===== src/rtl/cooktime_countdown_if.sv =====
// Cook-time display/control bundle between the oven controller and the countdown block.
// Master drives enable, start button and set digits; slave returns display digits and indicators.
interface cooktime_countdown_if;
    logic       main_enable;
    logic       start_in;
    logic [3:0] set_ones;
    logic [3:0] set_tens;
    logic [3:0] ones;
    logic [3:0] tens;
    logic       running;
    logic       alarm;

    modport master (
        output main_enable, start_in, set_ones, set_tens,
        input  ones, tens, running, alarm
    );

    modport slave (
        input  main_enable, start_in, set_ones, set_tens,
        output ones, tens, running, alarm
    );
endinterface


===== src/rtl/cooktime_countdown.sv =====
// Purpose: loads the BCD cook time on a start press, counts it down once per second, then alarms.
// Latency: all outputs registered, updated on the edge after the condition; optional COOKTIME_PAUSE_EN.
// Backpressure: none; main_enable low freezes state, start edges are tracked but suppressed.
module cooktime_countdown #(
    parameter int TICKS_PER_SEC = 10,
    parameter int ALARM_SECS    = 3
) (
    input  logic                  clk,
    input  logic                  reset,
    cooktime_countdown_if.slave   bus
);

    localparam int PW        = (TICKS_PER_SEC > 1) ? $clog2(TICKS_PER_SEC) : 1;
    localparam int ALARM_CYC = ALARM_SECS * TICKS_PER_SEC;
    localparam int TW        = (ALARM_CYC > 1) ? $clog2(ALARM_CYC) : 1;
    localparam logic [PW-1:0] PRESC_LAST = PW'(TICKS_PER_SEC - 1);
    localparam logic [TW-1:0] TIMER_LAST = TW'(ALARM_CYC - 1);

    typedef enum logic [1:0] {
        ST_IDLE  = 2'd0,
        ST_RUN   = 2'd1,
        ST_ALARM = 2'd2,
        ST_PAUSE = 2'd3
    } state_t;

    state_t        state_q,   state_d;
    logic [3:0]    ones_q,    ones_d;
    logic [3:0]    tens_q,    tens_d;
    logic [PW-1:0] presc_q,   presc_d;
    logic [TW-1:0] timer_q,   timer_d;
    logic          running_q, running_d;
    logic          alarm_q,   alarm_d;
    logic          start_q,   start_d;

    logic       start_evt;
    logic [3:0] set_ones_c;
    logic [3:0] set_tens_c;

    assign start_evt  = bus.start_in & ~start_q & bus.main_enable;
    assign set_ones_c = (bus.set_ones > 4'd9) ? 4'd9 : bus.set_ones;
    assign set_tens_c = (bus.set_tens > 4'd9) ? 4'd9 : bus.set_tens;

    always_comb begin
        state_d   = state_q;
        ones_d    = ones_q;
        tens_d    = tens_q;
        presc_d   = presc_q;
        timer_d   = timer_q;
        running_d = running_q;
        alarm_d   = alarm_q;
        // Edge detector keeps tracking the button even while disabled.
        start_d   = bus.start_in;

        if (bus.main_enable) begin
            case (state_q)
                ST_IDLE: begin
                    if (start_evt && ({set_tens_c, set_ones_c} != 8'h00)) begin
                        state_d   = ST_RUN;
                        ones_d    = set_ones_c;
                        tens_d    = set_tens_c;
                        presc_d   = '0;
                        running_d = 1'b1;
                    end else begin
                        ones_d = set_ones_c;
                        tens_d = set_tens_c;
                    end
                end

                ST_RUN: begin
`ifdef COOKTIME_PAUSE_EN
                    if (start_evt) begin
                        state_d = ST_PAUSE;
                    end else
`endif
                    if (presc_q == PRESC_LAST) begin
                        presc_d = '0;
                        // 01 (or a defensive 00) finishes the count; never borrow past zero.
                        if ((tens_q == 4'd0) && (ones_q <= 4'd1)) begin
                            ones_d    = 4'd0;
                            state_d   = ST_ALARM;
                            running_d = 1'b0;
                            alarm_d   = 1'b1;
                            timer_d   = '0;
                        end else if (ones_q != 4'd0) begin
                            ones_d = ones_q - 4'd1;
                        end else begin
                            ones_d = 4'd9;
                            tens_d = tens_q - 4'd1;
                        end
                    end else begin
                        presc_d = presc_q + PW'(1);
                    end
                end

                ST_ALARM: begin
                    if (start_evt || (timer_q == TIMER_LAST)) begin
                        state_d = ST_IDLE;
                        alarm_d = 1'b0;
                    end else begin
                        timer_d = timer_q + TW'(1);
                    end
                end

                ST_PAUSE: begin
`ifdef COOKTIME_PAUSE_EN
                    if (start_evt) begin
                        state_d = ST_RUN;
                    end
`else
                    state_d   = ST_IDLE;
                    running_d = 1'b0;
`endif
                end

                default: begin
                    state_d = ST_IDLE;
                end
            endcase
        end
    end

    always_ff @(posedge clk) begin
        if (reset) begin
            state_q   <= ST_IDLE;
            ones_q    <= 4'd0;
            tens_q    <= 4'd0;
            presc_q   <= '0;
            timer_q   <= '0;
            running_q <= 1'b0;
            alarm_q   <= 1'b0;
            start_q   <= 1'b0;
        end else begin
            state_q   <= state_d;
            ones_q    <= ones_d;
            tens_q    <= tens_d;
            presc_q   <= presc_d;
            timer_q   <= timer_d;
            running_q <= running_d;
            alarm_q   <= alarm_d;
            start_q   <= start_d;
        end
    end

    assign bus.ones    = ones_q;
    assign bus.tens    = tens_q;
    assign bus.running = running_q;
    assign bus.alarm   = alarm_q;

endmodule


===== src/flat_wrapper.sv =====
// flat-port wrapper written by rule: the top's interface ports become plain ports
module cooktime_countdown_flat 
#(
    parameter int TICKS_PER_SEC = 10,
    parameter int ALARM_SECS    = 3
)
  (clk, reset, bus_main_enable, bus_start_in, bus_set_ones, bus_set_tens, bus_ones, bus_tens, bus_running, bus_alarm);
  cooktime_countdown_if bus_i ();
  input  logic clk;
  input  logic reset;
  input wire logic [$bits(bus_i.main_enable)-1:0] bus_main_enable;
  input wire logic [$bits(bus_i.start_in)-1:0] bus_start_in;
  input wire logic [$bits(bus_i.set_ones)-1:0] bus_set_ones;
  input wire logic [$bits(bus_i.set_tens)-1:0] bus_set_tens;
  output wire logic [$bits(bus_i.ones)-1:0] bus_ones;
  output wire logic [$bits(bus_i.tens)-1:0] bus_tens;
  output wire logic [$bits(bus_i.running)-1:0] bus_running;
  output wire logic [$bits(bus_i.alarm)-1:0] bus_alarm;
  assign bus_i.main_enable = bus_main_enable;
  assign bus_i.start_in = bus_start_in;
  assign bus_i.set_ones = bus_set_ones;
  assign bus_i.set_tens = bus_set_tens;
  assign bus_ones = bus_i.ones;
  assign bus_tens = bus_i.tens;
  assign bus_running = bus_i.running;
  assign bus_alarm = bus_i.alarm;
  cooktime_countdown #(.TICKS_PER_SEC(TICKS_PER_SEC), .ALARM_SECS(ALARM_SECS)) u_core (.clk(clk), .reset(reset), .bus(bus_i));
endmodule

===== config.mk =====
export PLATFORM = sky130hd
export DESIGN_NAME = cooktime_countdown_flat
export DESIGN_NICKNAME = d
export VERILOG_FILES = /design/src/rtl/cooktime_countdown_if.sv /design/src/rtl/cooktime_countdown.sv /design/src/flat_wrapper.sv
export SDC_FILE = /design/constraint.sdc
export NUM_CORES = 1
export LEC_CHECK = 0
export ABC_CLOCK_PERIOD_IN_PS = 1900
export CAP_MARGIN = 5
export CORE_AREA = 2 2 55 57
export CTS_BUF_LIST = sky130_fd_sc_hd__clkbuf_16
export DETAILED_ROUTE_END_ITERATION = 16
export DIE_AREA = 0 0 57 59
export GPL_ROUTABILITY_DRIVEN = 0
export PLACE_DENSITY_LB_ADDON = 0.15
export REMOVE_ABC_BUFFERS = 1
export SYNTH_ARGS = -nofsm -noshare
export SYNTH_HDL_FRONTEND = slang
export SYNTH_SLANG_ARGS = --single-unit

===== constraint.sdc =====
create_clock -name clk -period 1.9 [get_ports clk]
set_input_delay 0.19 -clock clk [delete_from_list [all_inputs] [get_ports clk]]
set_output_delay 0.19 -clock clk [all_outputs]
set_load 0.03 [all_outputs]

== Word-level counts from Yosys, hierarchy flattened ==
Cells that the tools add are included.
Operators by class
  add/sub/neg operators: 4
  $lt $le $gt $ge: 3
  equality and inequality tests: 12
  muxes and demuxes: 30
  bitwise operators: 3
  reductions and logical operators: 17
Operators by type and width (number)
  two-way mux 4 bit: 10
  AND reduction 5 bit: 5
  case mux 4 bit (2 select lines): 3
  two-way mux 5 bit: 3
  case mux 5 bit (2 select lines): 1
  > comparator 4 bit (second input constant): 2
  two-way mux 2 bit: 4
  != test 2 x 1 -> 1 bit (second input constant): 4
  case mux 2 bit (4 select lines): 1
  nonzero test 8 bit: 1
  subtractor 4 x 1 -> 4 bit (second input constant): 2
  two-way mux 1 bit: 6
  != test 2 bit (second input constant): 3
  AND reduction 3 bit: 2
  adder 5 x 1 -> 5 bit (second input constant): 1
  equality test 5 bit (second input constant): 1
  adder 4 x 1 -> 4 bit (second input constant): 1
  equality test 2 bit (second input constant): 2
  equality test 4 bit (second input constant): 1
  less-or-equal comparator 4 x 1 -> 1 bit (second input constant): 1
  logical NOT 4 bit: 1
  nonzero test 2 bit: 2
  nonzero test 4 bit: 1
  case mux 1 bit (3 select lines): 1
  other kinds (8): 10
Word-level totals
  bits in registers: 22
  bits of input ports: 12
  output and inout port bits: 10
  word-level logic and storage cells: 77

== Longest topological paths before layout ==
  depth after elaboration: 6
  mapped depth: 7
  depth with buffers taken out: 6

== Worst setup path before layout ==
No wires, ideal clock.
  path type: reg2reg
  start point: register u_core.tens_q[0] (netlist: u_core.bus.tens[0])
  end point: register u_core.ones_q[3] (netlist: u_core.bus.ones[3])
  setup time: 0.087 ns
  arrival: 1.864 ns
  required time: 1.813 ns
  setup slack: -0.051 ns
  stages on the path, launching flop included: 7
  buffers on the path: 0
  clock period less this slack: 1.951 ns
  cell sequence: dfxtp_1 inv_1 ha_1 nor4b_4 o31a_1 or4_1 o31ai_1
Between the ends
  cells in the longest elaborated chain, start to end: 5
RTL lines
  start: declaration: line cooktime_countdown.sv:28  | logic [3:0] tens_q, tens_d;
  start signal: assignment: line cooktime_countdown.sv:135  | tens_q <= tens_d;
  logical NOT 4 bit: line cooktime_countdown.sv:78  | if ((tens_q == 4'd0) && (ones_q <= 4'd1)) begin
  logical AND 1 bit: line cooktime_countdown.sv:78
  two-way mux 4 bit: line cooktime_countdown.sv:78
  two-way mux 4 bit: line cooktime_countdown.sv:75  | if (presc_q == PRESC_LAST) begin
  case mux 4 bit (2 select lines): line cooktime_countdown.sv:55  | case (state_q)
  end signal: assignment: line cooktime_countdown.sv:134  | ones_q <= ones_d;
  end: declaration: line cooktime_countdown.sv:27  | logic [3:0] ones_q, ones_d;
Every way passes these cells. The select of a mux whose other input is x is not followed.
A chain may end at the register's enable or synchronous reset.

== Worst setup path in the final report ==
  start point: register u_core.tens_q[1] (netlist: u_core.bus.tens[1])
  end point: register u_core.ones_q[3] (netlist: u_core.bus.ones[3])
The elaborated chain is that of the path after synthesis.

==> results.md <==
- Status: completed
- Pwr Total: 1.21 mW
- Fin crit share: 0.943
- Critical path type: register to register
- Mapped Avg Cell Area: around 8.2 um2
- Number of synthesized flops with an enable pin: 0
- Start point of the worst hold path: u_core.bus.running
- Resized Gates After CTS: 0
- Largest net degree at the start of global routing: 24
- Register area share after synthesis: 0.315
- Critical path cell sequence: inv_2, ha_1, nor4b_4, o31a_1, or4_1, o31ai_1
- Leak: 0.677 nW
- Worst Path Arrival: 1.97 ns
- Routed len/inst: 14.8 um
- Remaining Overflow, GRT: 0
- Netlist cell types: 43
- Post-CTS setup buffers: 0
- Top FF cell, synth: dfxtp_1
- CP peak stage delay: about 0.5 ns
- Cells after DPL: 230
- Initial DRC Count: 48
- Max_cap viols: 0
- Synth Instances: 170
- Detail Placement HPWL: 2620 um
- Most frequent cells in the layout: clkdlybuf4s50_1 (21), dfxtp_1 (21), buf_4 (16), a21oi_1 (10)
- Initial Util: 0.516
- # port buffers: 21
- Router iterations before antenna repair: 4
- Final setup violating endpoints: 0
- DRC violations left: 0
- Hold Vio Cnt, Final: 0
- Crit start category: register
- Power Dens Cells: about 670 nW/um2
- Depth of the worst hold-timing path: 2
- Filler cells: 232
- Worst-case clock buffer depth: 2
- ANT nets after route: 0
- Row cnt: 19
- Global-route wire length before repair: 5910 um
- Hold buffer count at cts: 0
- CTS root buffer: clkbuf_16
- Tmin final: 1.79 ns
- Area delta synth->final: 29.9%
- Layout cell share with drive strength beyond 1: 0.138
- Slew margin rel.: 0.728
- Die Ht: 59 um
- Post-Route Utilization: 0.670
- Die X: about 57 um
- Vias per Instance: 6.02
- Hold WS: 0.461 ns
- RSZ-0062 raised after global routing: no
- FF-to-FF Start: u_core.bus.tens[1]
- Initial antenna violation count: 0
- Clock buffer count from CTS: 3
- Ys Warns: 0
- Hold endpoint: u_core.bus.running
- Clk_lat worst skew: roughly 0.26 ns
- Io pins: 22
- Critical Path Start: u_core.bus.tens[1]
- Worst endpoint required time: 2.08 ns
- Final setup margin: 0.108 ns
- R2R Path End: u_core.bus.ones[3]
- Fmax: 558 MHz
- Die ar.: 3360 um2
- R2R depth: 6
- Finished Layout Cells: about 230
- DR vias: 1408
- Vias in the first global route: 1348
- Worst-path fanout max: 6
- Internal reg-to-reg setup slack: 0.11 ns
- Flop and latch count out of synthesis: 22
- CP Capture Type: register
- Core Footprint: about 2700 um2
- Actual slew at the worst max-slew pin: just over 0.4 ns
- Clock sinks: 22
- Slowest cell on crit path: or4_1
- Mapped cell area: 1400 um2
- IR Drop Worst-Case VDD: 0.562 mV
- Post-Route WL: 3450 um
- DP Worst Slack: 0.0436 ns
- Fin. max-slew vios: 0
- # diodes: 0
- Clock H-tree levels: 1
- CTS tree: done
- GRT Overall Usage: 0.221
- Worst min path class: register to register
- Clock Pin Slew Worst Setup and Hold Paths: 0.06 ns
- Setup Skew: approximately 0.0026 ns
- FFs w/ async S/R, synth: 0
- Final net count: 222
[cells by family after synthesis]
kind of cell / count (synthesis) / synth area share
AOI/OAI and AO/OA: 50 / 0.234
adders and majority gates: 6 / 0.0537
buffers and inverters: 19 / 0.0689
DFF: 22 / 0.315
muxes: 1 / 0.00716
and+or+nand+nor: 72 / 0.321
[how the worst max path moves through the flow]
stage / endpoint / slack [ns] / depth (start not counted)
6_report: u_core.bus.ones[3] / 0.11 / 6
5_1_grt: u_core.bus.ones[3] / 0.02 / 6
4_1_cts: u_core.bus.ones[3] / 0.07 / 6
3_5_place_dp: u_core.bus.running / 0.04 / 5
3_3_place_gp: u_core.bus.running / 0.07 / 5
2_1_floorplan: u_core.bus.ones[3] / -0.05 / 6
[state kept, by name, indices dropped and copies added, names as in the netlist]
signal / flops
u_core.bus.tens: 4
u_core.bus.alarm: 1
u_core.start_q: 1
u_core.bus.running: 1
u_core.bus.ones: 4
u_core.state_q: 2
u_core.presc_q: 4
u_core.timer_q: 5
[through the flow]
stage          TNS, ns  instance area [um2]
2_1_floorplan  -0.0509                 1340
3_3_place_gp         0                 1730
3_5_place_dp         0                 1730
4_1_cts              0                 1810
5_1_grt              0                 1820
6_report             0                 1820
[synth_stat cells, types with 2 or more instances]
cell type / number / area (um2)
a211oi_1: 5 / 37.5
a21o_1: 2 / 15.0
a21oi_1: 11 / 55.1
a31oi_1: 6 / 37.5
and3_1: 4 / 25.0
buf_2: 2 / 10.0
buf_6: 3 / 33.8
clkbuf_1: 4 / 15.0
dfxtp_1: 22 / 440
ha_1: 6 / 75.1
inv_1: 10 / 37.5
nand2_1: 9 / 33.8
nand2b_1: 9 / 56.3
nand3_1: 5 / 25.0
nand3b_1: 2 / 15.0
nand4_1: 5 / 31.3
nor2_1: 7 / 26.3
nor2b_1: 3 / 18.8
nor3_1: 4 / 20.0
nor3b_1: 4 / 30.0
nor4_1: 4 / 25.0
o21a_1: 2 / 15.0
o21ai_0: 9 / 45.0
o31ai_1: 4 / 30.0
o32ai_1: 2 / 17.5
or3_1: 2 / 12.5
or4_1: 8 / 60.1
[per-layer routing]
layer  vias to the layer above  routed length [um]  track usage
met1                       659                1620        0.280
met3                         7                 108       0.0328
li1                        712                   -            -
met2                        30                1670        0.369
met5                         -                   0            0
met4                         0                  58        0.113
[critical path: cells and delay by family (launching register included)]
family | cells | cell delay (ns)
fa+ha+maj | 1 | 0.18
flops | 1 | 0.36
simple gates | 2 | 0.65
buf+inv | 1 | 0.07
compound gates | 2 | 0.45
[layout make-up]
class / count / area (um2) / area share
Multi-Input combinational cell: 129 / 868 / 0.478
Clock buffer: 3 / 75.1 / 0.0414
Clock inverter: 1 / 3.75 / 0.00207
Inverter: 10 / 37.5 / 0.0207
Tap cell: 31 / 38.8 / 0.0214
Timing Repair Buffer: 38 / 350 / 0.193
Sequential cell: 22 / 442 / 0.243
[report_power, final]
part	total, mW	internal, mW	switching, mW
clock network	0.461	0.281	0.180
registers	0.499	0.479	0.0208
logic	0.254	0.123	0.131
No activity file was read; power rests on OpenSTA's default activity.
